--- config.mk ---
export PLATFORM = sky130hd
export DESIGN_NAME = seq_shift_add_mult
export DESIGN_NICKNAME = d
export VERILOG_FILES = /design/src/rtl/seq_shift_add_mult.sv
export SDC_FILE = /design/constraint.sdc
export NUM_CORES = 1
export LEC_CHECK = 0
export BUFFER_PORTS_ARGS = -buffer_cell sky130_fd_sc_hd__buf_2
export CAP_MARGIN = 10
export CORE_MARGIN = 2
export CORE_UTILIZATION = 44
export DETAILED_ROUTE_END_ITERATION = 7
export PLACE_DENSITY = 0.71
export SLEW_MARGIN = 20
export SYNTH_ARGS = -nofsm -noshare
export SYNTH_HDL_FRONTEND = slang
export SYNTH_SLANG_ARGS = --single-unit
--- constraint.sdc ---
create_clock -name clk -period 9.6 [get_ports clk]
set_clock_uncertainty 0.15 [all_clocks]
set_input_delay 0.48 -clock clk [delete_from_list [all_inputs] [get_ports clk]]
set_output_delay 0.48 -clock clk [all_outputs]
set_load 0.02 [all_outputs]
--- src/rtl/seq_shift_add_mult.sv ---
// Sequential shift-add multiplier: one multiplier bit per clock.
// Signed mode multiplies magnitudes and applies the sign on the final edge,
// so a single unsigned datapath covers both modes.
module seq_shift_add_mult #(
  parameter int unsigned WIDTH = 8
) (
  input  logic               clk,
  input  logic               rst_n,
  input  logic               start_i,
  input  logic               signed_mode_i,
  input  logic [WIDTH-1:0]   a_i,
  input  logic [WIDTH-1:0]   b_i,
  output logic               busy_o,
  output logic               done_o,
  output logic [2*WIDTH-1:0] product_o
);

  localparam int unsigned CW = $clog2(WIDTH + 1);
  localparam int unsigned PW = 2 * WIDTH;

  typedef enum logic [1:0] {
    IDLE = 2'd0,
    RUN  = 2'd1,
    DONE = 2'd2
  } state_t;

  state_t          state_q;
  logic [WIDTH-1:0] mplier_q;
  logic [WIDTH-1:0] mcand_q;
  logic [CW-1:0]    count_q;
  logic             neg_q;
  logic [PW-1:0]    acc_q;
  logic [PW-1:0]    product_q;
  logic             busy_q;
  logic             done_q;

  logic [WIDTH-1:0] a_mag_d;
  logic [WIDTH-1:0] b_mag_d;
  logic             neg_d;
  logic [PW-1:0]    addend;
  logic [PW-1:0]    acc_d;
  logic [PW-1:0]    product_d;
  logic             last_iter;

  // Operand magnitudes at capture time, and next accumulator / signed result
  always_comb begin
    a_mag_d   = (signed_mode_i && a_i[WIDTH-1]) ? -a_i : a_i;
    b_mag_d   = (signed_mode_i && b_i[WIDTH-1]) ? -b_i : b_i;
    neg_d     = signed_mode_i && (a_i[WIDTH-1] ^ b_i[WIDTH-1]);
    addend    = {{WIDTH{1'b0}}, mplier_q} << count_q;
    acc_d     = mcand_q[0] ? (acc_q + addend) : acc_q;
    // A zero magnitude negates to zero, so no -0 artefact can appear
    product_d = neg_q ? -acc_d : acc_d;
    last_iter = (count_q == CW'(WIDTH - 1));
  end

  // Control FSM and datapath with registered busy/done/product
  always_ff @(posedge clk or negedge rst_n) begin
    if (!rst_n) begin
      state_q   <= IDLE;
      mplier_q  <= '0;
      mcand_q   <= '0;
      count_q   <= '0;
      neg_q     <= 1'b0;
      acc_q     <= '0;
      product_q <= '0;
      busy_q    <= 1'b0;
      done_q    <= 1'b0;
    end else begin
      case (state_q)
        IDLE, DONE: begin
          done_q <= 1'b0;
          if (start_i) begin
            mplier_q <= a_mag_d;
            mcand_q  <= b_mag_d;
            neg_q    <= neg_d;
            acc_q    <= '0;
            count_q  <= '0;
            busy_q   <= 1'b1;
            state_q  <= RUN;
          end else begin
            state_q  <= IDLE;
          end
        end
        RUN: begin
          acc_q   <= acc_d;
          mcand_q <= mcand_q >> 1;
          count_q <= count_q + 1'b1;
          if (last_iter) begin
            product_q <= product_d;
            busy_q    <= 1'b0;
            done_q    <= 1'b1;
            state_q   <= DONE;
          end
        end
        default: begin
          busy_q  <= 1'b0;
          done_q  <= 1'b0;
          state_q <= IDLE;
        end
      endcase
    end
  end

  assign busy_o    = busy_q;
  assign done_o    = done_q;
  assign product_o = product_q;

endmodule

==> impl_metrics.csv <==
group,metric,value,unit
status,outcome,"completed",
floorplan,core_region_area,0.00924,mm²
clock_tree,cts_inserted_buffers,5,
sta,setup-violations-final,0,
clock_tree,cts.hold.buffers_added,0,
sta,max_freq,225,MHz
detailed_routing,drt_iter0_drc,175,
global_routing,first_global_vias,3304,
finish,n_antenna_cell,0,
global_routing,grt_use_total,19.4,%
detailed_routing,detail_route.drc_violations,0,
placement,portBuffers,37,
finish,post-route-util,49.1,%
detailed_routing,drtAntennaViolNets,0,
worst_setup_path,setup.worst_path.class,"reg -> reg",
pwr,total_power,1.74,mW
finish,drive_gt1_share,15.3,%
global_routing,grt_start_max_net_pins,57,
worst_setup_path,timing.critical_path.fanout_max,14,
synth,synth.avg_cell_area,8.45,µm²
clock_tree,clock_path_buffers,2,
synth,synth_cells,494,
placement,post-place-ws,5.21,ns
detailed_routing,route.detailed.wl_per_inst,14.6,µm
detailed_routing,drt_pre_antenna_iters,6,
finish,layout.cells.most_common,"nand2_1",
sta,period_utilization_post_route,46.3,%
sta,hold_violations,0,
floorplan,initial_utilization,45.2,%
synth,synth_edf_count,0,
finish,design_area,0.00454,mm²
sta,rsz_0062_raised_after_global_routing,"no",
pwr,power-per-cell-area,384,mW/mm²
pwr,power.leakage,2.04,nW
synth,synth-main-ff-cell,"dfrtp_1",
detailed_routing,route.final.wire_length,9390,µm
detailed_routing,route.vias.total,3563,
clock_tree,htreeDepth,2,
clock_tree,cts-resized-gates,0,
placement,place_congestion,0.914,
finish,final_net_count,555,
global_routing,initial_antenna_violation_count,0,
sta,fin_setup_tns,0,ns
sta,setup_ws,5.16,ns
clock_tree,number_of_post_cts_setup_repair_buffers,0,
floorplan,die_h,101,µm
finish,n_fill_cell,881,
sta,finalCriticalPeriod,4.44,ns
global_routing,grt_overflow,0,
clock_tree,clock_tree.root_cell,"clkbuf_8",
sta,drv_slew,0,
finish,most-common-layout-cells,"nand2_1 (84), dfrtp_1 (56), o21ai_0 (53)",
hold_path,min-delay-path-class,"in -> async",
synth,yosys.cell_types.count,68,
clock_tree,clock_tree_from_tritoncts,"yes",
run,timing.max_cap.violations,0,
floorplan,dieWidth,101,µm
synth,yosysSeqAreaShare,33.6,%
placement,placed_area,0.00444,mm²
synth,post_synth_instance_area,0.00417,mm²
sta,worstMarginPinSlew,0.762,ns
worst_setup_path,end_kind,"flip-flop",
synth,synth.yosys.warnings,0,
worst_setup_path,setup.worst_path.start_class,"flip-flop",
floorplan,ios,38,
synth,mappedNetlistNets,534,
placement,hpwlAfterDp,7040,µm
synth,postSynthRegisterBits,56,
global_routing,grt_first_pass_wirelength,16200,µm
placement,place_inst,637,
clock_tree,cts_sinks,56,
worst_setup_path,timing.critical_path.required,9.63,ns
finish,layout-area-overhead-vs-synth,8.75,%
floorplan,dieArea,0.0103,mm²
sta,hold_ws,0.140,ns
clock_tree,clock_slew_seen_by_the_registers_of_the_worst_setup_and_hold_paths,0.10,ns
sta,max_slew_margin,49.2,%
clock_tree,clock_insertion_delay_worst_skew,0.31,ns
pwr,worst_ir_drop_vdd,0.204,mV
synth,asyncSetResetFlopFracSynth,100,%
finish,fin_cells,645,
floorplan,rows,35,
detailed_routing,viasPerCell,5.52,
worst_setup_path,worst_ep_arrival_time,4.47,ns
==> report_power, final <==
group	switching [mW]	internal, mW
Combinational	0.687	0.466
Clock	0.0810	0.0587
Sequential	0.111	0.339
Total	0.879	0.864
==> critical path, cell delays in order, from the launching register on <==
cell and delay, ns:
dfrtp_1 0.67, mux2_2 0.41, mux2_2 0.28, nand2_1 0.06, o21ai_0 0.09, nor2b_1 0.15, ha_1 0.37, a21oi_1 0.33
o22ai_1 0.19, or3_1 0.32, o211ai_1 0.33, a21o_1 0.19, nand3_1 0.11, o41ai_2 0.40, xor2_1 0.19, o21ai_1 0.07
==> sequential cells by signal, indices dropped and copies added (netlist names) <==
| signal | count |
|---|---|
| product_o | 16 |
| busy_o | 1 |
| state_q | 2 |
| mcand_q | 8 |
| neg_q | 1 |
| acc_q | 16 |
| mplier_q | 8 |
| count_q | 4 |
==> cell type report <==
type	instances	area, µm²	area share, %
multi-input cells	398	2620	57.6
flip-flops and latches	56	1400	30.9
repair buffers	41	215	4.74
well taps	129	161	3.56
clock buffers	6	82.6	1.82
inverters	13	48.8	1.07
clock inverters	2	15.0	0.331
==> per-layer routing <==
metal,track usage [%],vias to the layer above,part of all wire [%]
met5,0,-,0
li1,-,1815,-
met4,4.68,0,1.5
met3,2.55,13,4.4
met1,27.9,1645,48
met2,31.2,90,46
==> final timing paths <==
| path | endpoint | slack, ns | startpoint | cells past startpoint |
|---|---|---|---|---|
| max | product_o[15]$_DFFE_PN0P_ | 5.16 | count_q[1]$_DFFE_PN0P_ | 15 |
| min | acc_q[1]$_DFFE_PN0P_ | 0.14 | rst_n | 2 |
| max reg2reg | product_o[15]$_DFFE_PN0P_ | 5.16 | count_q[1]$_DFFE_PN0P_ | 15 |
| min reg2reg | product_o[5]$_DFFE_PN0P_ | 0.34 | product_o[5]$_DFFE_PN0P_ | 2 |
| max in group asynchronous | acc_q[15]$_DFFE_PN0P_ | 8.70 | rst_n | 2 |
| min in group clk | mplier_q[7]$_DFFE_PN0P_ | 0.29 | a_i[7] | 3 |
==> synthesized netlist by cell type, types with 5 or more instances <==
master     n  area [µm²]
nand2_1   84         315
dfrtp_1   56        1400
o21ai_0   53         265
nor2_1    27         101
a21oi_1   20         100
xnor2_1   20         175
ha_1      19         238
clkbuf_1  18        67.6
nand3_1   17        85.1
mux2i_1   12         120
inv_1     11        41.3
nor2b_1   10        62.6
nor3_1    10        50.1
mux2_2     9         101
xor2_1     9        78.8
nand3b_1   8        60.1
a21o_1     6        45.0
a22oi_1    6        45.0
nand2b_1   5        31.3
o22ai_1    5        31.3
==> logic make-up (layout without fill, tap and decap cells) <==
logic type	after synthesis	count (layout)	synth area share, %
and+or+nand+nor	190	190	22.4
AOI/OAI and AO/OA	138	138	22.6
DFF	56	56	33.6
buffers and inverters	40	62	3.90
xor gates and xnor gates	29	29	6.09
muxes	21	21	5.31
adders and majority gates	20	20	6.18
No activity file was read; power rests on OpenSTA's default activity.
